**src/rtl/moore_vector_driver.sv**
```systemverilog
// Self-test initiator for the 3-bit-code / 2-bit-response Moore decoder: walks
// the code/select vectors, checks K against a golden model, and reports a verdict.
module moore_vector_driver #(
  parameter int unsigned SEL_SWEEP     = 1,
  parameter int unsigned STOP_ON_ERROR = 0
) (
  input  logic       clk,
  input  logic       reset,
  input  logic       start,
  input  logic [1:0] K_in,
  output logic [2:0] E,
  output logic [1:0] select,
  output logic       busy,
  output logic       done,
  output logic       pass,
  output logic [5:0] err_count,
  output logic [4:0] first_err_idx
);

  typedef enum logic [1:0] {
    IDLE  = 2'd0,
    APPLY = 2'd1,
    CHECK = 2'd2,
    DONE  = 2'd3
  } state_t;

  localparam logic [4:0] IDX_STEP = (SEL_SWEEP != 0) ? 5'd1 : 5'd4;
  localparam logic [4:0] IDX_LAST = (SEL_SWEEP != 0) ? 5'd31 : 5'd28;
  localparam logic       STOP_EN  = (STOP_ON_ERROR != 0);

  state_t     state_q, state_d;
  logic [4:0] idx_q, idx_d;
  logic [5:0] err_count_q, err_count_d;
  logic [4:0] first_err_idx_q, first_err_idx_d;
  logic       busy_q, busy_d;
  logic       done_q, done_d;
  logic       pass_q, pass_d;

  logic [1:0] exp_k;
  logic       mismatch;

  // Golden response for the vector currently held on E/select.
  always_comb begin
    exp_k = 2'b00;
    if (idx_q[4:2] == 3'b000) begin
      exp_k = 2'b00;
    end else if (idx_q[4]) begin
      exp_k = idx_q[1:0];
    end else begin
      exp_k = idx_q[3:2];
    end
  end

  assign mismatch = (K_in != exp_k);

  always_comb begin
    state_d         = state_q;
    idx_d           = idx_q;
    err_count_d     = err_count_q;
    first_err_idx_d = first_err_idx_q;
    busy_d          = busy_q;
    done_d          = done_q;
    pass_d          = pass_q;

    case (state_q)
      IDLE, DONE: begin
        if (start) begin
          state_d         = APPLY;
          idx_d           = 5'd0;
          err_count_d     = 6'd0;
          first_err_idx_d = 5'd0;
          busy_d          = 1'b1;
          done_d          = 1'b0;
          pass_d          = 1'b0;
        end
      end
      APPLY: begin
        state_d = CHECK;
      end
      CHECK: begin
        if (mismatch) begin
          err_count_d = err_count_q + 6'd1;
          if (err_count_q == 6'd0) begin
            first_err_idx_d = idx_q;
          end
        end
        // The verdict uses the count including this vector's result.
        if ((idx_q == IDX_LAST) || (STOP_EN && mismatch)) begin
          state_d = DONE;
          busy_d  = 1'b0;
          done_d  = 1'b1;
          pass_d  = (err_count_d == 6'd0);
        end else begin
          idx_d   = idx_q + IDX_STEP;
          state_d = APPLY;
        end
      end
      default: begin
        state_d = IDLE;
      end
    endcase
  end

  always_ff @(posedge clk or posedge reset) begin
    if (reset) begin
      state_q         <= IDLE;
      idx_q           <= 5'd0;
      err_count_q     <= 6'd0;
      first_err_idx_q <= 5'd0;
      busy_q          <= 1'b0;
      done_q          <= 1'b0;
      pass_q          <= 1'b0;
    end else begin
      state_q         <= state_d;
      idx_q           <= idx_d;
      err_count_q     <= err_count_d;
      first_err_idx_q <= first_err_idx_d;
      busy_q          <= busy_d;
      done_q          <= done_d;
      pass_q          <= pass_d;
    end
  end

  assign E             = idx_q[4:2];
  assign select        = idx_q[1:0];
  assign busy          = busy_q;
  assign done          = done_q;
  assign pass          = pass_q;
  assign err_count     = err_count_q;
  assign first_err_idx = first_err_idx_q;

endmodule

```
**config.mk**
```make
export PLATFORM = sky130hd
export DESIGN_NAME = moore_vector_driver
export DESIGN_NICKNAME = d
export VERILOG_FILES = /design/src/rtl/moore_vector_driver.sv
export SDC_FILE = /design/constraint.sdc
export NUM_CORES = 1
export LEC_CHECK = 0
export CORE_ASPECT_RATIO = 0.6
export CORE_UTILIZATION = 54
export CTS_CLUSTER_SIZE = 8
export DETAILED_ROUTE_END_ITERATION = 10
export PLACE_DENSITY = 0.92
export SYNTH_ARGS = -nofsm -noshare
export SYNTH_HDL_FRONTEND = slang
export SYNTH_SLANG_ARGS = --single-unit
export TNS_END_PERCENT = 5
```
**constraint.sdc**
```tcl
create_clock -name clk -period 3.28 [get_ports clk]
set_input_delay 0.328 -clock clk [delete_from_list [all_inputs] [get_ports clk]]
set_output_delay 0.328 -clock clk [all_outputs]
set_load 0.01 [all_outputs]
```
==> results of run 1 <==
[worst max-delay path: cells and delay by family, from the launching register on]
family / cells / cell delay [ns]
AOI/OAI and AO/OA: 2 / 0.46
adders and majority gates: 2 / 0.55
buffers and inverters: 1 / 0.11
DFF: 1 / 0.51
and+or+nand+nor: 2 / 0.39
[layer usage]
metal | GRT usage | up-vias | share of wire
li1 | - | 474 | -
met1 | 0.348 | 491 | 0.45
met2 | 0.420 | 53 | 0.44
met3 | 0.0735 | 6 | 0.099
met4 | 0.0795 | 0 | 0.0097
met5 | 0 | - | 0
[power groups by stage]
stage | logic [uW] | clock network, uW | registers (uW)
floorplan | 257 | 0 | 336
global placement | 367 | 0 | 334
detailed placement | 385 | 0 | 338
CTS | 394 | 172 | 335
global route | 439 | 183 | 340
finish | 405 | 171 | 338
[registers in the layout, summed over array words and instances, names as in the netlist]
name	cells
pass	1
state_q	2
idx_q	5
first_err_idx	5
done	1
busy	1
err_count	6
[worst min path at each step]
stage	cells after the start	start	slack, ns	endpoint
6_report	2	reset	0.50	err_count[2]
4_1_cts	1	done	0.51	done
3_3_place_gp	1	done	0.46	done
3_5_place_dp	1	done	0.49	done
5_1_grt	2	pass	0.53	pass
2_1_floorplan	1	reset	0.30	busy
[stage by stage]
stage / worst slack [ns] / hold WS, ns
2_1_floorplan: 1.46 / 0.305
3_3_place_gp: 1.26 / 0.463
3_5_place_dp: 1.16 / 0.486
4_1_cts: 1.16 / 0.507
5_1_grt: 0.969 / 0.525
6_report: 1.14 / 0.502
[cell families (layout without fill, tap and decap cells)]
kind of cell               count (synthesis)  after routing  synth area share
AOI/OAI and AO/OA                         39             39             0.256
xor gates and xnor gates                   5              5            0.0478
adders and majority gates                  7              7            0.0711
buffers and inverters                     12             36            0.0447
DFF                                       21             21             0.427
muxes                                      7              7            0.0600
and+or+nand+nor                           24             24            0.0935
[Yosys cell counts (2+ instances only)]
| library cell | number | area (um2) |
|---|---|---|
| a21o_1 | 4 | 30.0 |
| a21oi_1 | 4 | 20.0 |
| a22o_1 | 12 | 105 |
| a22o_2 | 2 | 20.0 |
| a32o_1 | 2 | 20.0 |
| clkbuf_1 | 3 | 11.3 |
| dfrtp_1 | 21 | 526 |
| ha_1 | 7 | 87.6 |
| inv_1 | 8 | 30.0 |
| mux2_2 | 2 | 22.5 |
| mux2i_1 | 4 | 40.0 |
| nand2_1 | 7 | 26.3 |
| nor2_1 | 7 | 26.3 |
| nor4_1 | 2 | 12.5 |
| o2111ai_2 | 2 | 30.0 |
| o21ai_0 | 6 | 30.0 |
| o22ai_1 | 2 | 12.5 |
| xnor2_1 | 3 | 26.3 |
| xnor2_2 | 2 | 32.5 |
[final cells by class]
class | count | share of cell area
multi-input cells | 82 | 0.427
flip-flops and latches | 21 | 0.345
repair buffers | 24 | 0.156
clock buffers | 4 | 0.0296
well taps | 28 | 0.0230
inverters | 8 | 0.0197
==> flow_metrics.py, run 1 <==
metrics = {
    "pwr": {
        "swShare": 0.412,
        "powerDensity_nw_per_um2": 600,
        "vdd_ir_drop_max_mv": 0.459,
        "total_power_uw": 914,
        "combPwrFrac": 0.443,
        "pwr-share-seq": 0.369,
        "clock_power_share": 0.188,
        "total_leakage_power_uw": 0.000707,
        "p_sw_uw": 377,
        "p_int_uw": 538,
    },
    "route": {
        "vias_per_cell": 6.13,
        "drt_pass1_iterations": 4,
        "route.detailed.drc": 0,
        "wl_mm": 2.88,
        "drt_iter0_drc": 67,
        "wl_per_cell_um": 17.2,
        "dr_total_vias": 1024,
        "drtAntennaViolNets": 0,
    },
    "clock_tree": {
        "cts-root-buf": "clkbuf_8",
        "cts_buffers": 3,
        "hold_buffers": 0,
        "cts_tree": "built",
        "cts_num_sinks": 21,
        "cts_buffer_depth": 2,
        "post_cts_buffers": 0,
        "ctsResizeCount": 0,
        "cts.clk_slew.worst_paths_ns": 0.07,
        "clkLatencyLatePin_ns": 0.26,
        "htreeDepth": 1,
    },
    "cells_and_area": {
        "syn2layout_area_growth_pct": 23.8,
        "final_area_um2": 1520,
        "n_fill_cell": 121,
        "nets": 152,
        "fin_util": 0.763,
        "multi_input_area_um2": 651,
        "layout-drive-gt1-share": 0.115,
        "n_antenna_cell": 0,
        "layout_commonest_cell": "clkdlybuf4s50_1",
        "fin_cells": 167,
        "layout_common_cells": "clkdlybuf4s50_1, dfrtp_1, a22o_1",
        "register_area_um2": 526,
    },
    "job": {
        "cap_violations": 0,
    },
    "setup_path": {
        "start_kind": "register",
        "slowest_stage": "dfrtp_1",
        "r2r-start": "idx_q[0]",
        "cpMostUsedCell": "ha_1",
        "critPathKind": "reg2reg",
        "rr_worst_depth": 7,
        "crit_required_ns": 3.44,
        "cp.arrival_ns": 2.30,
        "reg2reg_setup_slack_ns": 1.14,
        "cp-endpoint": "pass",
        "crit_path_max_incr_delay_ns": 0.51,
        "end_kind": "register",
        "reg2reg_to": "pass",
        "crit_chain": "ha_1, and3_1, ha_1, inv_1, nor2_1, o21ai_0, o41ai_2",
        "crit_fanout": 8,
        "crit_start": "idx_q[0]",
    },
    "timing": {
        "fin_tns_setup_ns": 0,
        "min_period_over_period": 0.651,
        "fin_worst_skew_ns": 0.00198,
        "worstMarginPinSlew_ns": 0.773,
        "period_needed_ns": 2.14,
        "hold_violations": 0,
        "rsz0062_at_grt": "false",
        "slew_headroom": 0.484,
        "slew_violations": 0,
        "setup_viol": 0,
        "max_freq_mhz": 468,
    },
    "synthesis": {
        "synth-main-ff-cell": "dfrtp_1",
        "async_flop_share": 1.00,
        "ys_warn_count": 0,
        "synth_area_um2": 1230,
        "ys_seq_area_frac": 0.427,
        "syn_inst": 115,
        "synthDistinctLibCells": 34,
        "synth_seq_cells": 21,
        "syn_nets": 127,
        "synth_edf_count": 0,
        "avgSynthCellArea_um2": 10.7,
    },
    "die": {
        "core_um2": 2000,
        "rows": 12,
        "start_util": 0.617,
        "io_pins": 24,
        "die_y_um": 39.0,
        "fp.dieW_um": 63.6,
        "fp.dieArea_um2": 2480,
    },
    "global_route": {
        "grt_pass1_vias": 962,
        "grt_remaining_overflow": 0,
        "grt_max_degree": 22,
        "grt_usage": 0.261,
        "grt_pass1_wl_mm": 4.68,
        "antenna_found_initial": 0,
    },
    "placed_design": {
        "dpl.cell_count": 163,
        "portBuffers": 23,
        "dpl.hpwl_mm": 1.96,
        "placed_area_um2": 1480,
        "gp_congestion": 0.890,
    },
    "outcome": {
        "status": "complete, no violations",
    },
    "worst_hold_path": {
        "hold_path_class": "in2async",
    },
}
Power figures use the tool's default switching activity.
==> run 2: changes to the inputs <==
--- a/config.mk
+++ b/config.mk
@@ -6,10 +6,10 @@
 export NUM_CORES = 1
 export LEC_CHECK = 0
 export CORE_ASPECT_RATIO = 0.6
-export CORE_UTILIZATION = 54
+export CORE_UTILIZATION = 46
 export CTS_CLUSTER_SIZE = 8
 export DETAILED_ROUTE_END_ITERATION = 10
-export PLACE_DENSITY = 0.92
+export PLACE_DENSITY = 0.84
 export SYNTH_ARGS = -nofsm -noshare
 export SYNTH_HDL_FRONTEND = slang
 export SYNTH_SLANG_ARGS = --single-unit
==> constraint.sdc (replaced) <==
create_clock -name clk -period 1.9 [get_ports clk]
set_input_delay 0.19 -clock clk [delete_from_list [all_inputs] [get_ports clk]]
set_output_delay 0.19 -clock clk [all_outputs]
set_load 0.01 [all_outputs]
==> flow_metrics.py, run 2 (synthesized netlist as in run 1, its figures left out) <==
metrics = {
    "setup_path": {
        "crit_start": "idx_q[4]",
        "cp.arrival_ns": 2.02,
        "crit_chain": "mux2i_2, xnor2_1, nor4_1, o21ai_0, o41ai_2",
        "end_kind": "register",
        "slowest_stage": "dfrtp_2",
        "reg2reg_setup_slack_ns": 0.05,
        "r2r-start": "idx_q[4]",
        "crit_fanout": 6,
        "reg2reg_to": "pass",
        "crit_path_max_incr_delay_ns": 0.45,
        "crit_required_ns": 2.06,
        "start_kind": "register",
        "critPathKind": "reg2reg",
        "rr_worst_depth": 5,
    },
    "placed_design": {
        "dpl.cell_count": 180,
        "gp_congestion": 0.876,
        "portBuffers": 23,
        "dpl.hpwl_mm": 2.19,
        "dp_slack_ns": 0.00411,
    },
    "clock_tree": {
        "cts_buffer_depth": 2,
        "cts-root-buf": "clkbuf_8",
        "cts_num_sinks": 21,
        "clkLatencyLatePin_ns": 0.26,
        "htreeDepth": 1,
        "cts.clk_slew.worst_paths_ns": 0.08,
        "cts_tree": "built",
        "hold_buffers": 0,
        "cts_buffers": 3,
    },
    "pwr": {
        "p_int_uw": 1050,
        "vdd_ir_drop_max_mv": 0.784,
        "pwr-share-seq": 0.337,
        "clock_power_share": 0.171,
        "total_leakage_power_uw": 0.000777,
        "swShare": 0.395,
        "powerDensity_nw_per_um2": 1020,
        "p_sw_uw": 686,
        "total_power_uw": 1740,
        "combPwrFrac": 0.492,
    },
    "timing": {
        "rsz0062_at_grt": "true",
        "timing.hold.ws_ns": 0.251,
        "hold_violations": 0,
        "fin_worst_skew_ns": 0.00372,
        "slew_violations": 0,
        "period_needed_ns": 1.85,
        "min_period_over_period": 0.976,
        "worstMarginPinSlew_ns": 0.397,
        "max_freq_mhz": 540,
        "slew_headroom": 0.734,
        "setup_ws_ns": 0.0464,
        "setup_viol": 0,
    },
    "global_route": {
        "grtUsageMet2": 0.363,
        "grt_usage": 0.248,
        "grt_util_met1": 0.334,
        "top_usage_layer": "met2",
        "grt_max_degree": 22,
        "antenna_found_initial": 0,
        "grt_pass1_vias": 1086,
        "grt_pass1_wl_mm": 5.15,
        "grt_util_met3": 0.0924,
        "grt_remaining_overflow": 0,
    },
    "die": {
        "fp.dieW_um": 68.8,
        "core_um2": 2520,
        "start_util": 0.488,
        "die_y_um": 42.1,
        "rows": 14,
        "fp.dieArea_um2": 2890,
        "io_pins": 24,
    },
    "worst_hold_path": {
        "hold_path_class": "in2async",
    },
    "route": {
        "vias_per_cell": 5.90,
        "drtAntennaViolNets": 0,
        "drt_iter0_drc": 83,
        "wl_per_cell_um": 16.9,
        "drt_pass1_iterations": 4,
        "dr_total_vias": 1104,
        "route.detailed.drc": 0,
        "wl_mm": 3.16,
    },
    "cells_and_area": {
        "fin_util": 0.672,
        "layout_common_cells": "clkdlybuf4s50_1, dfrtp_1, buf_4",
        "syn2layout_area_growth_pct": 37.6,
        "largest_reg_flops": 6,
        "nets": 168,
        "layout_commonest_cell": "clkdlybuf4s50_1",
        "layout-drive-gt1-share": 0.258,
        "n_antenna_cell": 0,
        "fin_cells": 187,
    },
    "outcome": {
        "status": "complete, no violations",
    },
    "job": {
        "cap_violations": 0,
    },
}
[run 2: cell type report]
class                      count  area (um2)
fill                         188         828
multi-input combinational     84         706
sequential                    21         529
timing repair buffer          38         343
clock buffer                   3        41.3
tap                           32        40.0
inverter                       8        30.0
clock inverter                 1        5.00
[run 2: layer usage]
metal	wire length, um	part of all wire	vias to the layer above
met5	0	0	-
met4	65	0.021	0
met3	284	0.090	12
met2	1420	0.45	57
met1	1380	0.44	529
li1	-	-	506
[run 2: critical path, delay by kind of cell (launching register included)]
family                    cells  cell delay, ns
AOI/OAI and AO/OA             2            0.46
xor gates and xnor gates      1            0.20
DFF                           1            0.45
muxes                         1            0.35
and+or+nand+nor               1            0.31
[run 2: power by group through the flow]
stage | Combinational [uW] | Sequential [uW] | Clock (uW)
floorplan | 444 | 581 | 0
global placement | 735 | 571 | 0
detailed placement | 773 | 574 | 0
CTS | 786 | 571 | 297
global route | 938 | 594 | 323
finish | 855 | 585 | 297
[run 2: worst max path at each step]
stage	endpoint	slack (ns)	cells past startpoint
6_report	pass	0.05	5
2_1_floorplan	idx_q[4]	0.08	7
3_3_place_gp	pass	0.05	5
3_5_place_dp	first_err_idx[4]	0.004	5
4_1_cts	pass	-0.002	5
5_1_grt	pass	-0.03	5
[run 2: repair_timing]
| item | 4_1_cts | 5_1_grt |
|---|---|---|
| pin swaps | 2 | 1 |
| resized for setup | 3 | 8 |
| buffers inserted | 0 | 1 |
| endpoints found under the setup margin | 1 | 15 |
| gates cloned | 2 | 0 |
[run 2: per-stage QoR]
step	instance area, um2	TNS (ns)
after global routing	1690	-0.0259
after global placement	1580	0
after detailed placement	1580	0
after floorplan	1230	0
final	1690	0
after CTS	1650	-0.00191
==> run 3: changes to the inputs <==
--- a/config.mk
+++ b/config.mk
@@ -10,6 +10,7 @@
 export CTS_CLUSTER_SIZE = 8
 export DETAILED_ROUTE_END_ITERATION = 10
 export PLACE_DENSITY = 0.84
+export SLEW_MARGIN = 0
 export SYNTH_ARGS = -nofsm -noshare
 export SYNTH_HDL_FRONTEND = slang
 export SYNTH_SLANG_ARGS = --single-unit
==> results of run 3 <==
No change in the layout: final DEF, timing and power equal those of run 2.
